$ cat src/rtl/ram_wr_arbiter.sv
// rtl/ram_wr_arbiter.sv - round-robin arbiter for the RAM write port with a power-up init sweep
module ram_wr_arbiter #(
    parameter int                    ADDR_WIDTH = 6,
    parameter int                    DATA_WIDTH = 8,
    parameter logic [DATA_WIDTH-1:0] INIT_VALUE = '0
) (
    input  logic                  clk,
    input  logic                  reset,
    input  logic                  req0,
    input  logic [ADDR_WIDTH-1:0] addr0,
    input  logic [DATA_WIDTH-1:0] din0,
    output logic                  ack0,
    input  logic                  req1,
    input  logic [ADDR_WIDTH-1:0] addr1,
    input  logic [DATA_WIDTH-1:0] din1,
    output logic                  ack1,
    input  logic [ADDR_WIDTH-1:0] rd_addr,
    output logic [DATA_WIDTH-1:0] rd_data,
    output logic                  init_done,
    output logic                  ram_we,
    output logic [ADDR_WIDTH-1:0] ram_addr_a,
    output logic [DATA_WIDTH-1:0] ram_din_a,
    output logic [ADDR_WIDTH-1:0] ram_addr_b,
    input  logic [DATA_WIDTH-1:0] ram_dout_b
);

    typedef enum logic {
        ST_INIT,
        ST_RUN
    } state_t;

    localparam logic [ADDR_WIDTH-1:0] LAST_ADDR = '1;

    state_t                  state, state_nxt;
    logic [ADDR_WIDTH-1:0]   init_cnt, init_cnt_nxt;
    logic                    last_grant, last_grant_nxt;
    logic                    ack0_nxt, ack1_nxt;
    logic                    init_done_nxt;
    logic                    ram_we_nxt;
    logic [ADDR_WIDTH-1:0]   ram_addr_a_nxt;
    logic [DATA_WIDTH-1:0]   ram_din_a_nxt;

    // A client whose ack is currently high is in its retire cycle and must
    // not be accepted again for the same held request.
    logic elig0, elig1, pick1;
    assign elig0 = req0 & ~ack0;
    assign elig1 = req1 & ~ack1;
    // Client 1 wins when it is alone, or on a tie when client 0 was served last.
    assign pick1 = elig1 & (~elig0 | ~last_grant);

    assign ram_addr_b = rd_addr;
    assign rd_data    = ram_dout_b;

    // Next-state and next-output decode for the sweep and arbitration phases.
    always_comb begin
        state_nxt      = state;
        init_cnt_nxt   = init_cnt;
        last_grant_nxt = last_grant;
        ack0_nxt       = 1'b0;
        ack1_nxt       = 1'b0;
        init_done_nxt  = init_done;
        ram_we_nxt     = 1'b0;
        ram_addr_a_nxt = ram_addr_a;
        ram_din_a_nxt  = ram_din_a;
        case (state)
            ST_INIT: begin
                ram_we_nxt     = 1'b1;
                ram_addr_a_nxt = init_cnt;
                ram_din_a_nxt  = INIT_VALUE;
                init_cnt_nxt   = init_cnt + 1'b1;
                // init_done rises together with the last sweep address.
                if (init_cnt == LAST_ADDR) begin
                    state_nxt     = ST_RUN;
                    init_done_nxt = 1'b1;
                end
            end
            ST_RUN: begin
                if (elig0 || elig1) begin
                    ram_we_nxt = 1'b1;
                    if (pick1) begin
                        ram_addr_a_nxt = addr1;
                        ram_din_a_nxt  = din1;
                        ack1_nxt       = 1'b1;
                        last_grant_nxt = 1'b1;
                    end else begin
                        ram_addr_a_nxt = addr0;
                        ram_din_a_nxt  = din0;
                        ack0_nxt       = 1'b1;
                        last_grant_nxt = 1'b0;
                    end
                end
            end
            default: begin
                state_nxt = ST_INIT;
            end
        endcase
    end

    // State and registered outputs; reset restarts the sweep from address 0.
    always_ff @(posedge clk) begin
        if (reset) begin
            state      <= ST_INIT;
            init_cnt   <= '0;
            last_grant <= 1'b1;
            ack0       <= 1'b0;
            ack1       <= 1'b0;
            init_done  <= 1'b0;
            ram_we     <= 1'b0;
            ram_addr_a <= '0;
            ram_din_a  <= '0;
        end else begin
            state      <= state_nxt;
            init_cnt   <= init_cnt_nxt;
            last_grant <= last_grant_nxt;
            ack0       <= ack0_nxt;
            ack1       <= ack1_nxt;
            init_done  <= init_done_nxt;
            ram_we     <= ram_we_nxt;
            ram_addr_a <= ram_addr_a_nxt;
            ram_din_a  <= ram_din_a_nxt;
        end
    end

endmodule
$ cat config.mk
export PLATFORM = sky130hd
export DESIGN_NAME = ram_wr_arbiter
export DESIGN_NICKNAME = d
export VERILOG_FILES = /design/src/rtl/ram_wr_arbiter.sv
export SDC_FILE = /design/constraint.sdc
export NUM_CORES = 1
export LEC_CHECK = 0
export ABC_AREA = 0
export CORE_ASPECT_RATIO = 1.5
export CORE_MARGIN = 5
export CORE_UTILIZATION = 36
export CTS_BUF_LIST = sky130_fd_sc_hd__clkbuf_4 sky130_fd_sc_hd__clkbuf_8
export CTS_CLUSTER_DIAMETER = 60
export DETAILED_ROUTE_END_ITERATION = 10
export GPL_TIMING_DRIVEN = 0
export PLACE_DENSITY = 0.76
export SLEW_MARGIN = 20
export SYNTH_ARGS = -nofsm -noshare
export SYNTH_HDL_FRONTEND = slang
export SYNTH_SLANG_ARGS = --single-unit
$ cat constraint.sdc
create_clock -name clk -period 1.12 [get_ports clk]
set_clock_uncertainty 0.1 [all_clocks]
set_input_delay 0.224 -clock clk [delete_from_list [all_inputs] [get_ports clk]]
set_output_delay 0.224 -clock clk [all_outputs]
set_load 0.005 [all_outputs]
==> impl_metrics.tcl <==
set metrics [dict create \
    status "complete, but fails checks" \
    failed_checks "negative setup slack" \
    grt_first_pass_wirelength_um 7750 \
    startpoint "state" \
    setup_viol 18 \
    clock-root-buffer "clkbuf_8" \
    die_h_um 86.6 \
    synth-seq-cells 26 \
    timing.max_slew.rel_slack_pct 69.1 \
    layout_worst_path_cycle_share_pct 108 \
    drc 0 \
    synth_cell_type_count 31 \
    end_kind "register" \
    core_region_area_um2 3850 \
    share_of_the_yosys_chip_area_belonging_to_registers_pct 36.9 \
    timing.max_cap.violations 0 \
    sw_frac_of_total_pct 24.3 \
    largest_net_degree_at_the_start_of_global_routing 15 \
    stdcell_area_um2 2460 \
    route.vias.total 1620 \
    min-delay-path-class "input pin to register" \
    hpwl_um 3360 \
    cp_data_required_time_ps 1180 \
    r2r-start "state" \
    cellLeakagePower_nw 1.11 \
    power.ir.vdd_worst_v 0.000488 \
    detailedRoute.firstIterationViolations 67 \
    fin_worst_hold_slack_ps 313 \
    seqPwrFrac_pct 48.3 \
    rsz_0062_raised_after_global_routing "true" \
    initial_utilization_pct 36.6 \
    synth_cells 157 \
    first_global_vias 1686 \
    drive_above_1_share_pct 46.6 \
    final-seq-area_um2 559 \
    clock_latency_ps 280 \
    cts_made_buffers 3 \
    worstPathCellList "nor2b_4 > buf_6 > buf_8 > a41oi_2 > nand3_1" \
    place.detailed.instances 264 \
    worst-path-buf-inv 2 \
    worst_pin_slew_ps 464 \
    design.final.nets 286 \
    power_frac_comb_pct 20.3 \
    grt_remaining_overflow 0 \
    finish.cell_count_without_fillers 283 \
    globalRouteTotalUtil_pct 19.1 \
    htree_num_levels 1 \
    antennaDiodeCount 0 \
    hold_viol 0 \
    ant_nets 0 \
    dieArea_um2 5290 \
    timing.critical_path.fanout_max 5 \
    cellPowerDensity_nw_per_um2 809 \
    critical-path-slowest-cell "dfxtp_4" \
    clk_pin_slew_ps 100 \
    layout.filler_cells 333 \
    placer_s_final_routability_congestion_estimate 0.909 \
    cell_area_reported_after_detailed_placement_um2 2160 \
    period_minus_slack_ps 1210 \
    row_count 28 \
    width_of_the_die_um 61.1 \
    synthesis_to_finish_area_growth_pct 74.9 \
    postSynthAreaPerCell_um2 8.97 \
    final.setup.tns_ps -1210 \
    critPathTopFamily "flip-flops" \
    cp-start-kind "register" \
    finalWorstSetupSlack_ps -94.8 \
    routedWlPerCell_um 17.8 \
    critPathKind "register to register" \
    vias_per_cell 5.72 \
    antenna_found_initial 0 \
    holdCritStartpoint "reset" \
    portBuffers 62 \
    netSwitchingPower_mw 0.484 \
    crit_path_dat_ps 1270 \
    slew_viol_final 0 \
    synth.cell_area_um2 1410 \
    cp_slowest_stage_delay_ps 370 \
    synth_fp_nets 204 \
    yosysWarnings 0 \
    rrSetupSlack_ps -90 \
    cts_max_path_buffers 2 \
    drt_wl_total_um 5030 \
    clock_power_share_pct 31.4 \
    multi_input_area_um2 785 \
    cts.sink_count 26 \
    cts-hold-fix-buffers 0 \
    cell_internal_pwr_mw 1.51 \
    tritoncts_clock_tree "built" \
    achievable-frequency_mhz 823 \
    boundaryPins 78 \
    first_pass_iters 4 \
]
[cell usage after synthesis, drive strengths merged]
cell	n	area (µm²)
buf	28	205
dfxtp	26	521
nand4	22	138
nand3	14	70.1
o2111ai	14	123
nor2	8	30.0
a41oi	6	52.6
nor3b	6	45.0
a21oi	4	20.0
clkbuf	4	15.0
nor2b	3	18.8
xor2	3	26.3
a31oi	2	12.5
nand2b	2	12.5
nand4b	2	23.8
o21ai	2	10.0
and2b	1	7.51
and3	1	6.26
and4	1	8.76
ha	1	12.5
inv	1	3.75
mux2i	1	10.0
nand2	1	3.75
nand3b	1	11.3
o21bai	1	7.51
or3	1	6.26
xnor2	1	8.76
[registers in the layout, summed over array words and instances, names as in the netlist]
signal      flops
ram_addr_a      6
ack1            1
ram_din_a       8
init_done       1
ack0            1
last_grant      1
init_cnt        6
ram_we          1
state           1
[per-stage QoR]
| step | power (mW) | worst slack [ps] | utilization [%] |
|---|---|---|---|
| floorplan | 1.13 | -16.5 | - |
| global placement | 1.34 | -583 | 56.2 |
| detailed placement | 1.34 | -596 | 56.2 |
| CTS | 1.98 | -84.6 | 61.6 |
| global route | 2.05 | -178 | 63.9 |
| finish | 1.99 | -94.8 | 63.9 |
[per-layer routing]
| metal | GRT usage, % | part of all wire (%) | wire, µm | vias to the layer above |
|---|---|---|---|---|
| met5 | 0 | 0 | 0 | - |
| met4 | 7.30 | 1.6 | 79 | 0 |
| met3 | 2.83 | 9.1 | 457 | 10 |
| met2 | 35.5 | 55 | 2770 | 84 |
| met1 | 20.7 | 34 | 1720 | 770 |
| li1 | - | - | - | 756 |
[worst paths after layout]
path,to,cells after the start
min reg2reg,ram_din_a[2],2
min,ram_addr_a[0],4
max reg2reg,ram_addr_a[5],5
max,ram_addr_a[5],5
[layout make-up]
type | instances | share of cell area [%]
tap | 45 | 2.29
timing repair buffer | 77 | 28.3
inverter | 1 | 0.152
clock buffer | 4 | 2.23
buffer | 32 | 12.4
multi-input combinational | 98 | 31.8
sequential | 26 | 22.7
[worst reg2reg max path, cell delays in order, from the launching register on]
cell and delay, ps:
dfxtp_4 370, nor2b_4 130, buf_6 140, buf_8 130, a41oi_2 150, nand3_1 80
[repair_timing]
action                     4_1_cts  5_1_grt
setup buffers                    9        2
setup endpoints to repair       43       33
gates resized for setup        123       25
cloned                           4        0
pin swaps                        6        8
[cells in the final DEF, fill, tap and decap left out, drive strengths merged, types with 2 or more instances in the layout]
cell type and n:
nor3b 6, a31oi 2, nand3 14, dfxtp 26, nor2 8, nor2b 3, dlygate4sd2 3, buf 61
a41oi 6, clkbuf 8, nand4 22, a21oi 4, o21ai 2, nand2b 2, dlymetal6s2s 9, nand4b 2
o2111ai 14, xor2 3, clkdlybuf4s50 32
[power by group through the flow]
| stage | Clock, mW | Combinational, mW | Sequential [mW] |
|---|---|---|---|
| 2_1_floorplan | 0 | 0.148 | 0.977 |
| 3_3_place_gp | 0 | 0.357 | 0.980 |
| 3_5_place_dp | 0 | 0.357 | 0.981 |
| 4_1_cts | 0.625 | 0.394 | 0.963 |
| 5_1_grt | 0.655 | 0.432 | 0.968 |
| 6_report | 0.626 | 0.404 | 0.963 |
[cell families (layout without fill, tap and decap cells)]
kind of cell / Yosys count / in the layout / share of synthesized area, %
flops: 26 / 26 / 36.9
xor+xnor: 4 / 4 / 2.49
fa+ha+maj: 1 / 1 / 0.888
compound gates: 29 / 29 / 16.0
mux: 1 / 1 / 0.711
simple gates: 63 / 63 / 27.1
buf+inv: 33 / 114 / 15.9
(Power assumes the default switching activity.)
